File: src/rtl/alu_ctrl_seq.sv
// alu_ctrl_seq: registered ALU control decode with HI/LO multiply interlock (optional ALU_CTRL_ILLEGAL_TRAP_EN)
package alu_pkg;
  typedef enum logic [4:0] {
    C_ADD_U = 5'd0, C_SUB_U = 5'd1, C_MULT = 5'd2, C_MUL_U = 5'd3,
    C_AND = 5'd4, C_OR = 5'd5, C_XOR = 5'd6, C_SRL = 5'd7,
    C_SLL = 5'd8, C_SRA = 5'd9, C_SLT = 5'd10, C_SLTU = 5'd11,
    C_MFHI = 5'd12, C_MFLO = 5'd13, C_JR = 5'd14, C_BEQ = 5'd15,
    C_BNE = 5'd16, C_BLEZ = 5'd17, C_BGTZ = 5'd18, C_BLTZ = 5'd19,
    C_BGEZ = 5'd20
  } alu_sel_t;
  typedef enum logic [5:0] {
    F_SLL = 6'h00, F_SRL = 6'h02, F_SRA = 6'h03, F_JR = 6'h08,
    F_MFHI = 6'h10, F_MFLO = 6'h12, F_MULT = 6'h18, F_MUL_U = 6'h19,
    F_ADDU = 6'h21, F_SUBU = 6'h23, F_AND = 6'h24, F_OR = 6'h25,
    F_XOR = 6'h26, F_SLT = 6'h2a, F_SLTU = 6'h2b
  } r_sel_t;
endpackage

module alu_ctrl_seq
  import alu_pkg::*;
#(
  parameter int MUL_LAT = 4
) (
  input  logic       clk,
  input  logic       rst,
  input  logic       in_valid,
  output logic       in_ready,
  input  logic [5:0] ir_opcode,
  input  logic [5:0] ir_funct,
  input  logic [4:0] ir_rt,
  output logic       out_valid,
  input  logic       out_ready,
  output logic [4:0] alu_sel,
  output logic       hilo_wr,
  output logic       illegal
);
  typedef enum logic {RUN, MUL_BUSY} state_t;
  state_t   state, state_n;
  logic [3:0] cnt, cnt_n;
  alu_sel_t dec_sel;
  logic     dec_ok, dec_mul, dec_hilo, stall, accept, word_ok;
  // instruction fields to ALU operation; unlisted encodings fall back to C_ADD_U
  always_comb begin
    dec_sel = C_ADD_U;
    dec_ok = 1'b1;
    case (ir_opcode)
      6'b000000:
        case (ir_funct)
          F_ADDU:  dec_sel = C_ADD_U;
          F_SUBU:  dec_sel = C_SUB_U;
          F_MULT:  dec_sel = C_MULT;
          F_MUL_U: dec_sel = C_MUL_U;
          F_AND:   dec_sel = C_AND;
          F_OR:    dec_sel = C_OR;
          F_XOR:   dec_sel = C_XOR;
          F_SRL:   dec_sel = C_SRL;
          F_SLL:   dec_sel = C_SLL;
          F_SRA:   dec_sel = C_SRA;
          F_SLT:   dec_sel = C_SLT;
          F_SLTU:  dec_sel = C_SLTU;
          F_MFHI:  dec_sel = C_MFHI;
          F_MFLO:  dec_sel = C_MFLO;
          F_JR:    dec_sel = C_JR;
          default: dec_ok = 1'b0;
        endcase
      6'b000001: begin
        dec_sel = ir_rt == 5'd0 ? C_BLTZ : ir_rt == 5'd1 ? C_BGEZ : C_ADD_U;
        dec_ok = ir_rt[4:1] == 4'd0;
      end
      6'b001001, 6'b100011, 6'b101011, 6'b000010, 6'b000011: dec_sel = C_ADD_U;
      6'b001100: dec_sel = C_AND;
      6'b001101: dec_sel = C_OR;
      6'b001110: dec_sel = C_XOR;
      6'b001010: dec_sel = C_SLT;
      6'b001011: dec_sel = C_SLTU;
      6'b000100: dec_sel = C_BEQ;
      6'b000101: dec_sel = C_BNE;
      6'b000110: dec_sel = C_BLEZ;
      6'b000111: dec_sel = C_BGTZ;
      default:   dec_ok = 1'b0;
    endcase
  end
  assign dec_mul  = dec_sel == C_MULT || dec_sel == C_MUL_U;
  assign dec_hilo = dec_mul || dec_sel == C_MFHI || dec_sel == C_MFLO;
  assign stall    = state == MUL_BUSY && dec_hilo;
  assign in_ready = (!out_valid || out_ready) && !stall;
  assign accept   = in_valid && in_ready;
  // interlock state and busy counter
  always_ff @(posedge clk) begin
    if (rst) begin
      state <= RUN;
      cnt <= 4'd0;
    end else begin
      state <= state_n;
      cnt <= cnt_n;
    end
  end
  // busy window opens on an accepted multiply and closes when the counter drains to 0
  always_comb begin
    state_n = state;
    cnt_n = cnt;
    if (state == RUN) begin
      cnt_n = (accept && dec_mul) ? 4'(MUL_LAT) : cnt;
      state_n = (accept && dec_mul && MUL_LAT != 0) ? MUL_BUSY : RUN;
    end else begin
      cnt_n = cnt == 4'd0 ? 4'd0 : cnt - 4'd1;
      state_n = cnt_n == 4'd0 ? RUN : MUL_BUSY;
    end
  end
  // output stage: load on accept, hold while stalled downstream, drop after consume
  always_ff @(posedge clk) begin
    if (rst) begin
      out_valid <= 1'b0;
      alu_sel <= C_ADD_U;
      hilo_wr <= 1'b0;
    end else if (accept) begin
      out_valid <= word_ok;
      alu_sel <= dec_sel;
      hilo_wr <= dec_mul;
    end else if (out_ready) begin
      out_valid <= 1'b0;
    end
  end
`ifdef ALU_CTRL_ILLEGAL_TRAP_EN
  assign word_ok = dec_ok;
  // sticky flag for an accepted unsupported encoding, which emits no word
  always_ff @(posedge clk) begin
    if (rst) illegal <= 1'b0;
    else if (accept && !dec_ok) illegal <= 1'b1;
  end
`else
  logic unused_ok;
  assign unused_ok = dec_ok;
  assign word_ok = 1'b1;
  assign illegal = 1'b0;
`endif
endmodule

File: config.mk
export PLATFORM = sky130hd
export DESIGN_NAME = alu_ctrl_seq
export DESIGN_NICKNAME = d
export VERILOG_FILES = /design/src/rtl/alu_ctrl_seq.sv
export SDC_FILE = /design/constraint.sdc
export NUM_CORES = 1
export LEC_CHECK = 0
export CELL_PAD_IN_SITES_DETAIL_PLACEMENT = 1
export CELL_PAD_IN_SITES_GLOBAL_PLACEMENT = 2
export CORE_UTILIZATION = 26
export DETAILED_ROUTE_END_ITERATION = 10
export GPL_ROUTABILITY_DRIVEN = 0
export PLACE_DENSITY_LB_ADDON = 0.1
export SLEW_MARGIN = 20
export SYNTH_ARGS = -nofsm -noshare
export SYNTH_HDL_FRONTEND = slang
export SYNTH_SLANG_ARGS = --single-unit
File: constraint.sdc
create_clock -name clk -period 2.85 [get_ports clk]
set_input_delay 0.57 -clock clk [delete_from_list [all_inputs] [get_ports clk]]
set_output_delay 0.57 -clock clk [all_outputs]
set_load 0.03 [all_outputs]
==> flow_metrics.py <==
metrics = {
    "power": {
        "leakagePower_nw": 0.6705,
        "peakVddDrop_uv": 124.4,
        "share_comb_of_total_power": 0.307,
        "switching_power_mw": 0.1446,
        "cellInternalPower_mw": 0.3740,
        "seqPwrFrac": 0.335,
        "clkPwrFrac": 0.358,
        "p_per_area_nw_per_um2": 293.9,
        "power_switching_share": 0.2788,
    },
    "global_route": {
        "grt_usage": 0.1736,
        "grt_pass1_vias": 1325,
        "grt_pass1_wl_mm": 5.727,
        "antenna_found_initial": 0,
        "grt.overflow.total": 0,
        "grt_max_degree": 11,
    },
    "sta": {
        "min_period_ns": 2.809,
        "fin_worst_skew_ns": 0.007617,
        "rsz0062_at_grt": "true",
        "holdWs_ns": 0.4764,
        "setup_violations": 0,
        "final_max_slew_viol_count": 0,
        "hold_violations": 0,
        "layout_worst_path_cycle_share": 0.9857,
        "fmax_mhz": 356.0,
    },
    "setup_path": {
        "worstSetupPathDepth": 9,
        "endpoint_kind": "primary output",
        "crit_path_start_kind": "input pin",
        "cp.arrival_ns": 2.24,
        "timing.rr.end": "cnt[3]",
        "slowest_stage": "or4_4",
        "cp_max_fo": 6,
        "regToRegStartpoint": "out_valid",
        "cpPeakStageDelay_ns": 0.54,
        "crit_chain": "buf_12 > nor2b_4 > or4_4 > a31oi_4 > nor4_4 > buf_4 > a31o_4 > a21oi_2 > buf_6",
        "crit_buf_inv": 3,
        "crit_required_ns": 2.28,
        "rr_worst_depth": 5,
        "critPathKind": "input pin to primary output",
        "crit_family": "simple AND/OR/NAND/NOR gates",
        "r2r_setup_slack_ns": 1.34,
    },
    "yosys": {
        "synth-compound-area-share": 0.2515,
        "synthesis.nets": 160,
        "synth_simple_gate_area_frac": 0.4204,
        "yosysWarnings": 0,
        "async_reset_ff_frac": 0,
        "syn_inst": 139,
        "synth_top_family_by_area": "simple AND/OR/NAND/NOR gates",
        "synth_cell_types": 57,
        "yosysSeqAreaShare": 0.2299,
        "synth_seq_cells": 12,
        "synthAdderAreaFrac": 0,
        "ys_dominant_reg_cell": "dfxtp_1",
        "synth_top_area_cell": "dfxtp_1",
        "yosys-top-cells-area": "dfxtp_1, a21oi_1, nand2_1",
        "syn_avg_cell_area_um2": 7.516,
        "synth_top_area_frac": 0.2299,
        "yosys-top-cells-count": "dfxtp_1, nand2_1, nor2_1",
        "muxShareOfSynthArea": 0.009581,
        "synth-xor-area-share": 0.01677,
        "syn_area_um2": 1045,
        "synth-edff-count": 0,
    },
    "drt": {
        "wl_per_cell_um": 14.05,
        "firstDrtPassIters": 4,
        "wirelength_mm": 3.415,
        "num_vias": 1261,
        "drt.antenna.violating_nets": 0,
        "drt_iter0_markers": 33,
        "drc": 0,
        "routed_via_density": 5.189,
    },
    "placement": {
        "port_buffers": 28,
        "hpwl_mm": 2.708,
    },
    "clocking": {
        "clockBufferDepth": 2,
        "postCtsHoldBufs": 0,
        "numCtsBuffers": 3,
        "cts.clk_slew.worst_paths_ns": 0.06,
        "insertion_delay_ns": 0.24,
        "cts_htree_levels": 1,
        "cts_tree": "yes",
        "clock-root-buffer": "clkbuf_8",
        "clkSinkCount": 12,
    },
    "layout": {
        "layout.nets": 217,
        "num_antenna_cells": 0,
        "fillCellCount": 468,
        "area_growth_pct": 68.86,
        "multi_input_area_um2": 874.6,
        "layout-drive-gt1-share": 0.3590,
        "ff_latch_area_um2": 240.2,
        "final_core_util": 0.4713,
    },
    "worst_hold_path": {
        "min_path_cells": 2,
        "hold_class": "register to register",
        "whs_endpoint": "alu_sel[4]",
        "hp-start": "alu_sel[4]",
    },
    "die": {
        "core_area_um2": 3744,
        "dieArea_um2": 4276,
        "io_pins": 30,
        "die_x_um": 65.39,
        "initial_core_util": 0.2791,
        "floorplan.rows": 22,
        "die_h_um": 65.39,
    },
    "run": {
        "maxCapViolations": 0,
    },
    "status": {
        "status": "finished clean",
    },
}
==> worst max-delay path by stage <==
stage	start	to	slack, ns
6_report	ir_funct[0]	in_ready	0.04
5_1_grt	ir_opcode[3]	in_ready	-0.02
4_1_cts	ir_funct[5]	in_ready	0.004
3_5_place_dp	ir_funct[3]	in_ready	-0.39
3_3_place_gp	ir_funct[3]	in_ready	-0.34
2_1_floorplan	ir_funct[5]	in_ready	0.04
==> worst min-delay path: stages (launching register included) <==
cell	delay [ns]
dfxtp_1	0.31
nand2_1	0.06
o32ai_1	0.06
==> cell usage in the layout (no fill, tap or decap), drive strengths merged, types with 4 or more instances in the layout <==
cell and n:
clkdlybuf4s50 13, nor2 11, nor4 5, inv 4
nand3b 4, a21oi 11, dfxtp 12, nor3 9
buf 38, nand2 12, dlygate4sd2 5, clkbuf 5
clkdlybuf4s15 4, a31oi 5, nor2b 4, o21ai 5
==> power groups by stage <==
stage	Clock (mW)	Combinational [mW]	Sequential (mW)
floorplan	0	0.0670	0.181
global placement	0	0.144	0.177
finish	0.186	0.159	0.174
detailed placement	0	0.147	0.177
CTS	0.190	0.149	0.174
global route	0.197	0.172	0.174
==> stage by stage <==
step | cell area, um^2 | setup slack, ns | power [mW] | std cells | setup TNS (ns)
final | 1764 | 0.04068 | 0.5185 | 243 | 0
after global routing | 1764 | -0.01563 | 0.5437 | 243 | -0.01563
after floorplan | 1049 | 0.03726 | 0.2481 | 139 | 0
after global placement | 1578 | -0.3415 | 0.3206 | 239 | -1.970
after detailed placement | 1578 | -0.3853 | 0.3239 | 239 | -2.604
after CTS | 1699 | 0.003707 | 0.5124 | 243 | 0
==> logic make-up (layout without fill, tap and decap cells) <==
group | count (synthesis) | count (layout)
simple gates | 72 | 72
buf+inv | 13 | 69
other cells | 1 | 1
compound gates | 38 | 38
mux | 1 | 1
flops | 12 | 12
xor+xnor | 2 | 2
==> layout make-up <==
cell class                 count  area share
sequential                    12      0.1362
clock buffer                   4     0.03121
timing repair buffer          61      0.2943
inverter                       4    0.008511
multi-input combinational    114      0.4957
tap                           48     0.03404
==> registers in the layout, indices dropped and copies added (netlist names) <==
register,flops
alu_sel,5
cnt,4
hilo_wr,1
out_valid,1
state,1
==> timing repair <==
action | in CTS | in global routing
setup endpoints to repair | 5 | 1
gates resized for setup | 46 | 23
cloned | 0 | 0
setup buffers | 0 | 0
pin swaps | 10 | 9
==> layer usage <==
layer	up-vias	share of wire	GRT usage
li1	635	-	-
met1	603	0.40	0.1728
met3	4	0.015	0.02083
met5	-	0	0
met4	0	0.010	0.05707
met2	19	0.57	0.3595
Power figures use the tool's default switching activity.
